## src/rtl/result_packer.sv

```systemverilog
// Drains the result FIFO and serialises each result as a byte frame:
// one sequence byte, then the result bytes MSB first, over valid/ready.
module result_packer #(
    parameter int RTF_WIDTH = 24,
    parameter int NBYTES    = RTF_WIDTH / 8,
    parameter int CNT_WIDTH = 16
) (
    input  logic                 clock,
    input  logic                 reset,
    input  logic [RTF_WIDTH-1:0] rfifo_data,
    output logic                 rfifo_rdreq,
    input  logic                 rfifo_rdempty,
    input  logic                 enable,
    input  logic                 seq_clear,
    output logic [7:0]           byte_data,
    output logic                 byte_valid,
    input  logic                 byte_ready,
    output logic                 busy,
    output logic [CNT_WIDTH-1:0] result_count
);
    localparam int IDX_W = $clog2(NBYTES + 1);
    localparam logic [IDX_W-1:0] LAST_IDX = IDX_W'(NBYTES);

    typedef enum logic [1:0] {
        IDLE,
        LATCH,
        SEND
    } state_t;

    state_t                state_reg, state_next;
    logic [7:0]            seq_reg, seq_next;
    logic [CNT_WIDTH-1:0]  count_reg, count_next;
    logic [RTF_WIDTH-1:0]  sh_reg, sh_next;
    logic [IDX_W-1:0]      idx_reg, idx_next;
    logic [7:0]            data_reg, data_next;
    logic                  valid_reg, valid_next;
    logic                  rdreq_next;
    logic [RTF_WIDTH-1:0]  sh_shifted;

    // Byte-lane shift keeps the one-byte-result case free of empty part-selects.
    for (genvar gi = 0; gi < NBYTES; gi++) begin : g_shift
        if (gi == 0) begin : g_low
            assign sh_shifted[7:0] = 8'h00;
        end else begin : g_up
            assign sh_shifted[gi*8 +: 8] = sh_reg[(gi-1)*8 +: 8];
        end
    end

    always_ff @(posedge clock) begin
        if (reset) begin
            state_reg <= IDLE;
            seq_reg   <= '0;
            count_reg <= '0;
            sh_reg    <= '0;
            idx_reg   <= '0;
            data_reg  <= '0;
            valid_reg <= 1'b0;
        end else begin
            state_reg <= state_next;
            seq_reg   <= seq_next;
            count_reg <= count_next;
            sh_reg    <= sh_next;
            idx_reg   <= idx_next;
            data_reg  <= data_next;
            valid_reg <= valid_next;
        end
    end

    always_comb begin
        state_next = state_reg;
        seq_next   = seq_reg;
        count_next = count_reg;
        sh_next    = sh_reg;
        idx_next   = idx_reg;
        data_next  = data_reg;
        valid_next = valid_reg;
        rdreq_next = 1'b0;

        case (state_reg)
            IDLE: begin
                // Clearing wins over starting a frame in the same cycle.
                if (seq_clear) begin
                    seq_next   = '0;
                    count_next = '0;
                end else if (enable && !rfifo_rdempty) begin
                    rdreq_next = 1'b1;
                    state_next = LATCH;
                end
            end
            LATCH: begin
                sh_next    = rfifo_data;
                data_next  = seq_reg;
                valid_next = 1'b1;
                idx_next   = '0;
                state_next = SEND;
            end
            SEND: begin
                if (valid_reg && byte_ready) begin
                    if (idx_reg == LAST_IDX) begin
                        valid_next = 1'b0;
                        seq_next   = seq_reg + 8'd1;
                        if (count_reg != '1) begin
                            count_next = count_reg + 1'b1;
                        end
                        state_next = IDLE;
                    end else begin
                        data_next = sh_reg[RTF_WIDTH-1 -: 8];
                        sh_next   = sh_shifted;
                        idx_next  = idx_reg + 1'b1;
                    end
                end
            end
            default: begin
                state_next = IDLE;
            end
        endcase
    end

    assign rfifo_rdreq  = rdreq_next & ~reset;
    assign byte_data    = data_reg;
    assign byte_valid   = valid_reg;
    assign busy         = (state_reg != IDLE);
    assign result_count = count_reg;

endmodule

```

## config.mk

```make
export PLATFORM = sky130hd
export DESIGN_NAME = result_packer
export DESIGN_NICKNAME = d
export VERILOG_FILES = /design/src/rtl/result_packer.sv
export SDC_FILE = /design/constraint.sdc
export NUM_CORES = 1
export LEC_CHECK = 0
export ABC_AREA = 1
export BUFFER_PORTS_ARGS = -buffer_cell sky130_fd_sc_hd__buf_2
export CAP_MARGIN = 10
export CORE_MARGIN = 4
export CORE_UTILIZATION = 30
export CTS_CLUSTER_SIZE = 16
export DETAILED_ROUTE_END_ITERATION = 10
export HOLD_SLACK_MARGIN = 0.06
export SLEW_MARGIN = 0
export SYNTH_ARGS = -nofsm -noshare
export SYNTH_HDL_FRONTEND = slang
export SYNTH_SLANG_ARGS = --single-unit
export TNS_END_PERCENT = 20
```

## constraint.sdc

```tcl
create_clock -name clock -period 1.4 [get_ports clock]
set_clock_uncertainty 0.1 [all_clocks]
set_input_delay 0.28 -clock clock [delete_from_list [all_inputs] [get_ports clock]]
set_output_delay 0.28 -clock clock [all_outputs]
set_load 0.02 [all_outputs]
```

Word level (Yosys, flattened, before mapping):

Index checks and enable logic that the tools add are counted.

* flip-flop bits (word level): 61
* input port bits: 30
* output and inout bits: 27
* logic and storage cells: 64

* add/sub/neg operators: 3
* equal/unequal tests: 11
* multiplexer cells: 29
* bitwise operators: 2
* reduce and logical (&&, ||, !) cells: 12

Operators by type and width (count)
* 16-bit two-way mux: 4
* 24-bit two-way mux: 2
* 24-bit case mux with 2 select lines: 1
* 8-bit two-way mux: 5
* 16-bit case mux with 2 select lines: 1
* 8-bit case mux with 2 select lines: 2
* 16-bit by 1-bit adder with 16-bit output (second input constant): 1
* 16-bit != test (second input constant): 1
* 2-bit != test (second input constant): 7
* 2-bit two-way mux: 6
* 8-bit by 1-bit adder with 8-bit output (second input constant): 1
* 4-bit AND reduction: 2
* 2-bit case mux with 3 select lines: 1
* 3-bit AND reduction: 2
* 2-bit nonzero test: 3
* 1-bit two-way mux: 5
* 5-bit AND reduction: 1
* 2-bit == test (second input constant): 2
* 2-bit case mux with 2 select lines: 1
* 2-bit by 1-bit adder with 2-bit output (second input constant): 1
* 2-bit by 1-bit == test with 1-bit output (second input constant): 1
* 1-bit logical AND: 2
* 2-bit zero test: 1
* 1-bit case mux with 2 select lines: 1
* other kinds (3): 3

Longest topological paths before layout:

* word-level depth: 6
* mapped depth: 11
* gate-level depth less buffers: 11

Worst setup path after synthesis:

No wires, ideal clock.

* path type: flip-flop to flip-flop
* start point: reg count_reg[0], in the netlist result_count[0]
* end point: reg count_reg[2], in the netlist result_count[2]
* library setup time: 0.069 ns
* data arrival time: 1.597 ns
* required time: 1.231 ns
* path slack: -0.366 ns
* stages on the path, launching flop included: 9
* buffers on the path: 1
* clock period less this slack: 1.766 ns
* cell sequence: dfxtp_1 > ha_1 > nand3_1 > nor2_4 > nand3_4 > nand2_4 > buf_6 > nand2_1 > a21oi_2

* cells in the longest elaborated chain, start to end: 5
* elaborated cells between the ends (all ways): 8
* those cells by class: 1 x add/sub; 2 x eq/ne; 4 x mux; 1 x reduce/logical

Ends and longest elaborated chain
* start, declared: line 32 `logic [CNT_WIDTH-1:0] count_reg, count_next;`
* start signal, assigned: line 61 `count_reg <= count_next;`
* 16-bit by 1-bit adder with 16-bit output: line 103 `count_next = count_reg + 1'b1;`
* 16-bit two-way mux: line 102 `if (count_reg != '1) begin`
* 16-bit two-way mux: line 99 `if (idx_reg == LAST_IDX) begin`
* 16-bit two-way mux: line 98 `if (valid_reg && byte_ready) begin`
* 16-bit case mux with 2 select lines: line 79 `case (state_reg)`

Parallel ways exist; a longest one is shown, timed or not. The select of a mux whose other input is x is not followed.
A chain may end at the register's enable or synchronous reset.

Worst setup path after layout:

* start point: reg state_reg[1]
* end point: out rfifo_rdreq

* cells in the longest elaborated chain, start to end: 3

Ends and longest elaborated chain
* start, declared: line 30 `state_t state_reg, state_next;`
* start signal, assigned: line 59 `state_reg <= state_next;`
* 2-bit zero test: line 79
* 1-bit two-way mux: line 79
* 1-bit bitwise AND: line 119 `assign rfifo_rdreq = rdreq_next & ~reset;`
* end, declared: line 11 `output logic rfifo_rdreq,`

No other way between the ends.

==> results by group <==
Setup path
  – R2r startpoint: state_reg[0]
  – Critical path launch point type: flop
  – Crit Reg-Reg Endpoint: result_count[2]
  – Reg2reg path depth: 8
  – R2r setup slk: -0.12 ns
  – Crit path kind: flop to primary output
  – Required time of the worst setup path: 1.02 ns
  – Critical Path Sink Type: primary output
  – Crit Path Max Fanout: 3
  – Critical Path AT: between 1 and 1.5 ns

Final layout
  – Fillcell total: 930
  – Area grow syn2layout: 50.0%
  – Fin nets: approximately 570
  – Multi-input logic area: approximately 1700 µm²
  – Layout cell share with drive strength beyond 1: 40.4%
  – Final instance area: 4400 µm²
  – Flip-flop and latch area: 1260 µm²
  – Diodes inserted: 0
  – Max reg flops: 24

Placed design
  – GPL Wtd Cong: 0.865
  – Buffers on Ports: 56
  – Pre-CTS WS: -0.229 ns
  – HPWL after DPL: 5810 µm
  – Placed cell areas: 3780 µm²

Synthesis
  – Synthesized area per cell: 6.97 µm²
  – Xor-xnor portion of the synthesized cell area: 1.49%
  – Largest family of logic cells by synthesized area: simple AND/OR/NAND/NOR gates
  – Post-Synthesis Cells: 421
  – Post-synthesis mux area share: 0%
  – Area contributors post-synth: dfxtp_1 42%, nand2_1 17%, o21ai_0 5.5%
  – Largest area contributor in the netlist: dfxtp_1
  – Synth Area in Compound Gates: between 10% and 20%
  – Net count of the mapped netlist: about 450
  – Yosys Warn Count: 0
  – Yosys reg bits: 61
  – Synth Area in Adders: about 1.3%
  – Post-Synth Simple-Gate Area: 29.7%
  – Syn Std Cell Area: 2930 µm²
  – Post-synth top area share: 41.6%
  – Sequential share of the synthesized area: a little over two fifths
  – Synth cell types: 30

Global route
  – First-pass GRT wire length: 13700 µm
  – Number of global-route vias before repair: roughly 2900
  – Largest net degree at the start of global routing: 37
  – GRT Util Overall: roughly 15%
  – Initial antenna violation count: 0
  – Total congestion overflow: 0

Timing
  – Worst hold margin: 0.0659 ns
  – Final setup margin: -0.175 ns
  – Fmax: 0.635 GHz
  – Post-route clock period utilization: 112%
  – Slew headroom: 79.5%
  – Final Hold Violating Endpoints: 0
  – Slew Limit Fails: 0
  – Final setup violation count: between 40 and 50
  – RSZ-0062 raised after global routing: true
  – Fin crit period: 1.57 ns
  – Worst slew pin tran: 0.307 ns

Pwr
  – Pwr Density: 882 nW/µm²
  – Share of power burned in combinational logic: around a tenth
  – Switch share: 25.0%
  – Sequential share of power: 45.9%
  – Int Pwr: 2910 µW
  – Clock Power Share: 44.1%
  – VDD IR max: between 400 and 500 µV
  – Pleak: 0.00183 µW
  – Switching pwr: 970 µW

CTS
  – Root buffer cell: clkbuf_8
  – Clk buf depth: 2
  – Num Clock Sinks: 61
  – Later-pin clock latency in the skew report: 0.33 ns
  – CTS Buf Count: 9
  – CTS tree: done
  – Reg clk slew, reported paths: 0.07 ns
  – H-tree levels: 3

Drt
  – WL/cell: approximately 13 µm
  – WL final: 8490 µm
  – ANT nets after route: 0
  – First-pass detailed-route iteration total: 4
  – Vias/cell: 4.67
  – Vias after detailed routing: ~3100
  – DR DRC count: 0
  – Initial DRC count: 171

Status
  – Violated checks: setup timing
  – Status: finished, violations left

Min path
  – Worst hold path depth: 2
  – Hold Crit Start: rfifo_rdempty
  – Hold EP: state_reg[0]
  – Hold Crit Class: input pin to flop

Floorplanning
  – Die area: 11400 µm²
  – Die Ht: roughly 110 µm
  – Core area: 9370 µm²
  – Site row count: 35
  – Initial Utilization: a little under a third
  – Ports: 57
  – Die X: 107 µm

Run
  – Max cap viols: 0
[power by group through the flow]
| stage | Clock, µW | Combinational [µW] | Sequential [µW] |
|---|---|---|---|
| after floorplan | 0 | 164 | 1830 |
| after global placement | 0 | 314 | 1830 |
| after detailed placement | 0 | 316 | 1830 |
| after CTS | 1770 | 357 | 1790 |
| after global routing | 1840 | 429 | 1790 |
| final | 1710 | 389 | 1780 |
[worst max-delay path by stage]
| stage | from | endpoint | cells past startpoint |
|---|---|---|---|
| 2_1_floorplan | result_count[1] | result_count[2] | 8 |
| 3_3_place_gp | state_reg[0] | result_count[14] | 7 |
| 3_5_place_dp | state_reg[0] | result_count[13] | 7 |
| 4_1_cts | state_reg[0] | rfifo_rdreq | 4 |
| 5_1_grt | state_reg[1] | rfifo_rdreq | 4 |
| 6_report | state_reg[1] | rfifo_rdreq | 4 |
[layer usage]
| metal | share of wire [%] | global-route usage [%] | vias up | wire (µm) |
|---|---|---|---|---|
| li1 | - | - | 1614 | - |
| met1 | 47 | 20.5 | 1431 | 4000 |
| met2 | 46 | 22.6 | 65 | 3910 |
| met3 | 5.0 | 3.31 | 14 | 428 |
| met4 | 1.8 | 4.75 | 0 | 150 |
| met5 | 0 | 0 | - | 0 |
[area by class of cell]
type | instances | area share (%)
clock buffers | 12 | 3.78
clock inverters | 4 | 1.22
inverters | 37 | 3.44
multi-input cells | 305 | 39.1
flip-flops and latches | 61 | 28.7
well taps | 129 | 3.67
repair buffers | 121 | 20.1
[layout by cell type (no fill, tap or decap), types with 9 or more instances in the layout]
| cell | instances |
|---|---|
| nand2_1 | 124 |
| buf_4 | 54 |
| buf_2 | 50 |
| dfxtp_1 | 43 |
| inv_1 | 28 |
| nor2_1 | 25 |
| a31oi_1 | 25 |
| o21ai_1 | 19 |
| a21oi_1 | 18 |
| buf_6 | 12 |
| nand2_2 | 10 |
| dfxtp_2 | 10 |
| clkbuf_8 | 10 |
| nand3_1 | 9 |
| a21oi_2 | 9 |
| o21ai_0 | 9 |
[critical path, cell delays in order (launching register included)]
cell and delay (ns):
dfxtp_2 0.35, nor2_4 0.14, nand2_2 0.09, nor4_4 0.12
buf_4 0.17
[logic make-up (layout without fill, tap and decap cells)]
| kind of cell | count (synthesis) | after routing |
|---|---|---|
| simple gates | 205 | 205 |
| compound gates | 92 | 92 |
| flops | 61 | 61 |
| buf+inv | 55 | 174 |
| xor+xnor | 5 | 5 |
| fa+ha+maj | 3 | 3 |
[Yosys cell counts (all sizes together)]
library cell    n
a211oi          2
a21o            2
a21oi          28
a31oi          25
buf             7
clkbuf         11
clkinv          2
dfxtp          61
ha              3
inv            35
nand2         140
nand3          16
nand4           6
nor2           39
nor3            1
nor3b           1
nor4            2
o21ai          32
o21bai          2
o22ai           1
xor2            5
[what timing repair did]
item	CTS	global route
gates cloned	0	1
endpoints found under the hold margin	1	0
endpoints found under the setup margin	57	59
pin swaps	18	15
gates resized for setup	64	46
buffers inserted	5	5
[metrics by stage]
stage | total power (µW) | instances | setup TNS, ns | util [%]
2_1_floorplan | 2000 | 421 | -0.831 | -
3_3_place_gp | 2140 | 642 | -3.15 | 40.3
3_5_place_dp | 2140 | 642 | -5.32 | 40.3
4_1_cts | 3920 | 663 | -1.91 | 44.6
5_1_grt | 4060 | 669 | -5.88 | 47.0
6_report | 3880 | 669 | -2.37 | 47.0
Note: power is estimated with default switching activity, not from simulation.
